===== src/rtl/mnist_pkg.sv =====
// Shared constants and the frame-loader state encoding for the MNIST
// inference path (UART feeder, image buffer, inference controller).
package mnist_pkg;

   localparam int         N_PIX       = 784;
   localparam int         ADDR_W      = 10;
   localparam int         PIX_W       = 8;
   localparam logic [7:0] HDR_BYTE    = 8'hA5;
   localparam int         TIMEOUT_CYC = 1000000;

   typedef enum logic [2:0] {
      IDLE      = 3'd0,
      RECV      = 3'd1,
      START     = 3'd2,
      WAIT_DONE = 3'd3,
      RELEASE   = 3'd4
   } ldr_state_t;

endpackage


===== src/rtl/img_frame_loader_byte_timeout_cnt.sv =====
// Inter-byte watchdog: loadable down-counter, reloaded on every accepted
// byte, decremented on idle cycles, pulses expire when it runs out.
//   clk, rst_n : clock, async active-low reset (counter reloads)
//   load       : reload to LOAD_VAL (byte accepted / not receiving)
//   en         : idle receive cycle, count down
//   expire     : combinational, idle cycle seen with counter at zero
module byte_timeout_cnt #(
   parameter int          CNT_W    = 20,
   parameter int unsigned LOAD_VAL = 0
) (
   input  logic clk,
   input  logic rst_n,
   input  logic load,
   input  logic en,
   output logic expire
);

   localparam logic [CNT_W-1:0] LOAD_V = CNT_W'(LOAD_VAL);

   logic [CNT_W-1:0] cnt;

   always_ff @(posedge clk or negedge rst_n) begin
      if (!rst_n) begin
         cnt <= LOAD_V;
      end else if (load) begin
         cnt <= LOAD_V;
      end else if (en && (cnt != '0)) begin
         cnt <= cnt - 1'b1;
      end
   end

   // LOAD_VAL idle cycles drain the counter; the next idle cycle expires.
   assign expire = en && !load && (cnt == '0);

endmodule


===== src/rtl/img_frame_loader.sv =====
// Frame loader: header-framed pixel stream into the image buffer, then
// start/done handshake with the inference controller.
//   rx_data/rx_valid/rx_ready : byte stream from the UART receiver
//   img_we/img_addr/img_wdata : registered image buffer write port
//   start/fsm_busy/fsm_done/pred_in : inference controller handshake
//   result_valid/result_digit : latched prediction, one-cycle update pulse
//   frame_err : one-cycle pulse on inter-byte timeout; loading : in RECV
module img_frame_loader #(
   parameter int         N_PIX       = mnist_pkg::N_PIX,
   parameter int         ADDR_W      = mnist_pkg::ADDR_W,
   parameter int         PIX_W       = mnist_pkg::PIX_W,
   parameter logic [7:0] HDR_BYTE    = mnist_pkg::HDR_BYTE,
   parameter int         TIMEOUT_CYC = mnist_pkg::TIMEOUT_CYC
) (
   input  logic              clk,
   input  logic              rst_n,
   input  logic [PIX_W-1:0]  rx_data,
   input  logic              rx_valid,
   output logic              rx_ready,
   output logic              img_we,
   output logic [ADDR_W-1:0] img_addr,
   output logic [PIX_W-1:0]  img_wdata,
   output logic              start,
   input  logic              fsm_busy,
   input  logic              fsm_done,
   input  logic [3:0]        pred_in,
   output logic              result_valid,
   output logic [3:0]        result_digit,
   output logic              frame_err,
   output logic              loading
);

   import mnist_pkg::*;

   localparam int TO_W = $clog2(TIMEOUT_CYC + 1);

   ldr_state_t        state_q;
   ldr_state_t        state_d;
   logic [ADDR_W-1:0] pix_cnt;
   logic              in_recv;
   logic              accept;
   logic              last_pix;
   logic              is_hdr;
   logic              to_expire;

   assign in_recv  = (state_q == RECV);
   // Gated by rst_n so the port reads 0 while reset is held.
   assign rx_ready = rst_n &&
                     ((state_q == IDLE) || (state_q == RECV));
   assign accept   = rx_valid && rx_ready;
   assign loading  = in_recv;
   assign last_pix = (pix_cnt == ADDR_W'(N_PIX - 1));
   assign is_hdr   = (rx_data == PIX_W'(HDR_BYTE));

   byte_timeout_cnt #(
      .CNT_W    (TO_W),
      .LOAD_VAL (TIMEOUT_CYC - 1)
   ) u_timeout (
      .clk    (clk),
      .rst_n  (rst_n),
      .load   (!in_recv || accept),
      .en     (in_recv && !accept),
      .expire (to_expire)
   );

   always_ff @(posedge clk or negedge rst_n) begin
      if (!rst_n) begin
         state_q <= IDLE;
      end else begin
         state_q <= state_d;
      end
   end

   always_comb begin
      state_d = state_q;
      unique case (state_q)
         IDLE: begin
            if (accept && is_hdr) state_d = RECV;
         end
         RECV: begin
            // Header value inside a frame is plain pixel data.
            if (accept && last_pix) state_d = START;
            else if (to_expire)     state_d = IDLE;
         end
         START: begin
            // Done without a visible busy still goes via capture.
            if (fsm_busy || fsm_done) state_d = WAIT_DONE;
         end
         WAIT_DONE: begin
            if (fsm_done) state_d = RELEASE;
         end
         RELEASE: begin
            if (!fsm_done) state_d = IDLE;
         end
         default: state_d = IDLE;
      endcase
   end

   always_ff @(posedge clk or negedge rst_n) begin
      if (!rst_n) begin
         img_we       <= 1'b0;
         img_addr     <= '0;
         img_wdata    <= '0;
         pix_cnt      <= '0;
         start        <= 1'b0;
         result_valid <= 1'b0;
         result_digit <= '0;
         frame_err    <= 1'b0;
      end else begin
         img_we       <= 1'b0;
         result_valid <= 1'b0;
         frame_err    <= 1'b0;
         // Registered start: rises the cycle after the last pixel write,
         // falls the cycle after the result is captured.
         start <= (state_q == START) || (state_q == WAIT_DONE);
         if (in_recv && accept) begin
            img_we    <= 1'b1;
            img_addr  <= pix_cnt;
            img_wdata <= rx_data;
            pix_cnt   <= last_pix ? '0 : pix_cnt + 1'b1;
         end else if (to_expire) begin
            frame_err <= 1'b1;
            pix_cnt   <= '0;
         end
         if ((state_q == WAIT_DONE) && fsm_done) begin
            result_digit <= pred_in;
            result_valid <= 1'b1;
         end
      end
   end

endmodule


===== config.mk =====
export PLATFORM = sky130hd
export DESIGN_NAME = img_frame_loader
export DESIGN_NICKNAME = d
export VERILOG_FILES = /design/src/rtl/mnist_pkg.sv /design/src/rtl/img_frame_loader_byte_timeout_cnt.sv /design/src/rtl/img_frame_loader.sv
export SDC_FILE = /design/constraint.sdc
export NUM_CORES = 1
export LEC_CHECK = 0
export CAP_MARGIN = 10
export CELL_PAD_IN_SITES_DETAIL_PLACEMENT = 0
export CELL_PAD_IN_SITES_GLOBAL_PLACEMENT = 1
export CORE_MARGIN = 2
export CORE_UTILIZATION = 44
export DETAILED_ROUTE_END_ITERATION = 10
export PLACE_DENSITY = 0.86
export SLEW_MARGIN = 10
export SYNTH_ARGS = -nofsm -noshare
export SYNTH_HDL_FRONTEND = slang
export SYNTH_SLANG_ARGS = --single-unit

===== constraint.sdc =====
create_clock -name clk -period 3.9 [get_ports clk]
set_input_delay 1.17 -clock clk [delete_from_list [all_inputs] [get_ports clk]]
set_output_delay 1.17 -clock clk [all_outputs]
set_load 0.005 [all_outputs]

# Word-level counts from Yosys, hierarchy flattened
# Index checks and enable logic that the tools add are counted.
# Widths: inputs -> output; s select.
# classes
n_addsub	2
n_reduce_logical	23
eq_ne	11
muxes	16
# ops
cell	n
$mux 20	2
$mux 10	3
$logic_not 20->1	1
$reduce_bool 20->1	1
$sub 20x1->20 const B	1
$mux 3	6
$pmux 3 s5	1
$add 10x1->10 const B	1
$eq 10x10->1 const B	1
$logic_and 1x1->1	10
$eq 8x8->1 const B	1
$eq 3x2->1 const B	2
$ne 2x2->1 const B	3
$reduce_and 5->1	1
$logic_or 1x1->1	4
$mux 1	4
$reduce_bool 2->1	2
$eq 3x1->1 const B	1
$eq 3x3->1 const B	1
$logic_not 1->1	3
$logic_not 3->1	1
$ne 3x1->1 const B	1
$ne 2x1->1 const B	1
# word_totals
output_inout_bits	28
wordCells	62
ff_bits	59

# Longest topological paths before layout
# logic_depth
word_depth	11
mapped_depth	8
mapped_depth_nobuf	6

# Hierarchy
# A second synthesis with hierarchy kept.
# hier_totals
hier_cells	256
hier_area_um2	2889.0
# modules_own_cells
mod	area_each_um2	cells_per_inst	n_inst	seq_area_each_um2
img_frame_loader	1775.5	144	1	975.9
byte_timeout_cnt	1113.6	112	1	515.5

# Least setup slack after synthesis
# No wires, ideal clock.
# synth_path
kind	input -> output
startpoint	input port rst_n
endpoint	output port rx_ready
cell_stages	1
required_time_ns	2.730
path_slack_ns	1.423
n_path_buf	0
t_arrival_ns	1.307
cell_sequence	and3_1
# synth_between
elab_chain_cells	1
# synth_rtl
element	line	rtl
from (decl)	img_frame_loader.sv:16	input logic rst_n,
$logic_and 1x1->1	img_frame_loader.sv:48	assign rx_ready = rst_n &&
to (decl)	img_frame_loader.sv:19	output logic rx_ready,
# Every way passes these cells.

# Worst setup path in the final report
# layout_path
startpoint	register state_q[2]
endpoint	output port loading
# layout_between
elab_chain_cells	1
# layout_rtl
element	line	rtl
from (decl)	img_frame_loader.sv:37	ldr_state_t state_q;
from (signal assigned)	img_frame_loader.sv:70	state_q <= state_d;
$eq 3x1->1	img_frame_loader.sv:46	assign in_recv = (state_q == RECV);
to (decl)	img_frame_loader.sv:30	output logic loading
# Every way passes these cells.

==> metrics.csv <==
stage,metric,value,unit
synthesis,yosys_warnings,0,
synthesis,async_flop_share,100,%
route,ant_nets,0,
critical_path,crit_path_start_kind,register,
power_and_ir_drop,peakVddDrop,0.000222,V
global_routing,gr-usage-all-layers,19.4,%
power_and_ir_drop,total_power,1.51,mW
synthesis,synth-edff-count,0,
critical_path,max_stage_delay,0.53,ns
place,post-place-cells,422,
critical_path,crit_chain,or3b_2 > clkinv_1 > clkdlybuf4s50_1,
global_routing,grt_pass1_vias,2335,
synthesis,yosys.cell_types.count,50,
timing,min_period,3.22,ns
critical_path,regToRegStartpoint,state_q[2],
floorplan,num_io_pins,45,
global_routing,grt_max_degree,32,
critical_path,worst_r2r_path_depth,4,
clock_tree,clockBufferDepth,2,
critical_path,cp_data_required_time,2.73,ns
timing,fmax,311,MHz
clock_tree,cts_max_level,3,
timing,fin_crit_sh,82.5,%
clock_tree,cts_tree,yes,
finish,drive_above_1_share,11.9,%
synthesis,ys_seq_elements,59,
global_routing,grt_overflow_total,0,
critical_path,crit_fanout,9,
synthesis,synthFlopType,dfrtp_1,
run_status,status,"complete, no violations",
power_and_ir_drop,power.leakage,1.55,nW
synthesis,postSynthAreaPerCell,9.51,sq um
critical_path,cp_num_cells,3,
synthesis,synthTopCellsByCount,"nand2_1 (66), dfrtp_1 (47), o21ai_0 (15)",
place,gp_congestion,0.815,
finish,final_cells,438,
synthesis,yosysSeqAreaShare,51.4,%
critical_path,critPathKind,register to output port,
critical_path,slowest_stage,or3b_2,
route,drt-wirelength-per-cell,14.9,microns
synthesis,synth_top_cell_by_area,dfrtp_1,
finish,num_antenna_cells,0,
critical_path,critical_path.endpoint,loading,
route,drc_errors,0,
floorplan,die_w,85.2,microns
floorplan,core,0.00635,sq mm
clock_tree,root_buffer,clkbuf_8,
critical_path,r2r_slack,1.35,ns
place,port_buffers,44,
floorplan,die_h,85.2,microns
route,via_per_inst,5.68,
synthesis,syn_nets,325,
clock_tree,ctsResizeCount,0,
timing,worst_pin_slew,0.881,ns
timing,maxSlewHeadroom,40.7,%
timing,rsz0062_at_grt,no,
finish,n_fill_cell,573,
floorplan,die_area,0.00726,sq mm
critical_path,reg2reg_to,pix_cnt[9],
timing,final-setup-viol-count,0,
finish,finish.utilization,56.9,%
timing,hold_viol,0,
route,num_vias,2487,
critical_path,startpoint,state_q[2],
place,dp_hpwl,4630,microns
timing,fin_tns_setup,0,ns
synthesis,synth_most_common_cell,nand2_1,
clock_tree,clk_latency,0.33,ns
timing,drv_slew,0,
global_routing,antenna_found_initial,0,
global_routing,grt_pass1_wl,11200,microns
clock_tree,cts-buffers-inserted,9,
critical_path,path_buf_inv,2,
route,drtPass1Iterations,4,
synthesis,synth_area,0.00290,sq mm
clock_tree,clock_sinks,59,
floorplan,num_rows,29,
critical_path,cp.arrival,2.05,ns
clock_tree,hold_buffers,0,
finish,syn_to_final_growth,24.5,%
floorplan,start_util,45.7,%
run,max-cap-violations,0,
synthesis,synth_top_area_share,40.5,%
finish,fin_nets,376,
timing,worst_slack,0.684,ns
power_and_ir_drop,cellPowerDensity,418,mW/mm^2
critical_path,cp_top_family,buffers and inverters,
min_path,hp-class,register to register,
critical_path,end_kind,output port,
route,wirelength,6510,microns
synthesis,syn_inst,305,
timing,fin_skew,0.00652,ns
synthesis,synthTopCellsByArea,"dfrtp_1 (41%), dfstp_2 (11%), nand2_1 (8.5%)",
route,drt_iter0_markers,141,
clock_tree,cts_setup_buffers,0,
clock_tree,path_clk_slew,0.06,ns
place,place_ws,0.546,ns
==> layout by cell type, fill, tap and decap left out, drive strengths merged, types with 4 or more instances in the layout <==
cell	netlist	routed
a21oi	9	9
a31oi	4	4
and3	5	5
buf	4	6
clkbuf	5	14
clkdlybuf4s50	0	43
dfrtp	47	47
dfstp	12	12
inv	13	13
mux2	4	4
mux2i	6	6
nand2	66	66
nand3	10	10
nor2	11	11
nor3	9	9
nor4	8	8
o21ai	16	16
o221ai	4	4
o31ai	5	5
or3	11	11
or4	10	10
==> routing by layer <==
metal	track usage, %	up-vias	part of all wire, %
met5	0	-	0
met4	8.08	0	1.5
met3	4.28	9	4.4
met2	27.8	55	45
met1	28.4	1201	49
li1	-	1222	-
==> final cells by class <==
class,instances,area [sq um],share of cell area [%]
Clock buffer,14,163,4.50
Clock inverter,2,10.0,0.277
Multi-Input combinational cell,223,1330,36.7
Sequential cell,59,1490,41.3
Timing Repair Buffer,49,473,13.1
Inverter,14,52.6,1.46
Tap cell,77,96.3,2.67
==> worst min path at each step <==
stage | startpoint | end | slack [ns] | cells past startpoint
after CTS | img_addr[7] | img_addr[7] | 0.48 | 2
after floorplan | img_wdata[0] | img_wdata[0] | 0.47 | 2
after global routing | img_addr[9] | img_addr[9] | 0.50 | 2
after detailed placement | img_addr[7] | img_addr[7] | 0.46 | 2
final | img_addr[7] | img_addr[7] | 0.47 | 2
after global placement | img_wdata[7] | img_wdata[7] | 0.46 | 2
==> logic make-up (layout without fill, tap and decap cells) <==
kind of cell | after synthesis | after routing | synth area share (%)
DFF | 59 | 59 | 51.4
muxes | 10 | 10 | 3.62
AOI/OAI and AO/OA | 59 | 59 | 13.9
adders and majority gates | 3 | 3 | 1.29
buffers and inverters | 23 | 79 | 3.15
xor gates and xnor gates | 1 | 1 | 0.302
and+or+nand+nor | 150 | 150 | 26.3
==> worst min-delay path: cells and delay by family, from the launching register on <==
kind | cells | cell delay [ns]
flops | 1 | 0.34
simple gates | 2 | 0.10
==> stage by stage <==
| stage | area [sq um] | hold slack (ns) |
|---|---|---|
| 2_1_floorplan | 2900 | 0.470 |
| 3_3_place_gp | 3440 | 0.458 |
| 3_5_place_dp | 3440 | 0.463 |
| 4_1_cts | 3610 | 0.479 |
| 5_1_grt | 3610 | 0.498 |
| 6_report | 3610 | 0.473 |
==> power breakdown <==
part	switching [mW]	leakage, nW	internal [mW]
logic	0.118	0.716	0.135
registers	0.0697	0.749	0.694
clock network	0.229	0.0905	0.264
==> flip-flops by register name, summed over array words and instances (netlist names) <==
| name | count |
|---|---|
| u_timeout.cnt | 20 |
| img_addr | 10 |
| pix_cnt | 10 |
| img_wdata | 8 |
| result_digit | 4 |
| state_q | 3 |
| frame_err | 1 |
| img_we | 1 |
| result_valid | 1 |
| start | 1 |
No activity file was read; power rests on OpenSTA's default activity.
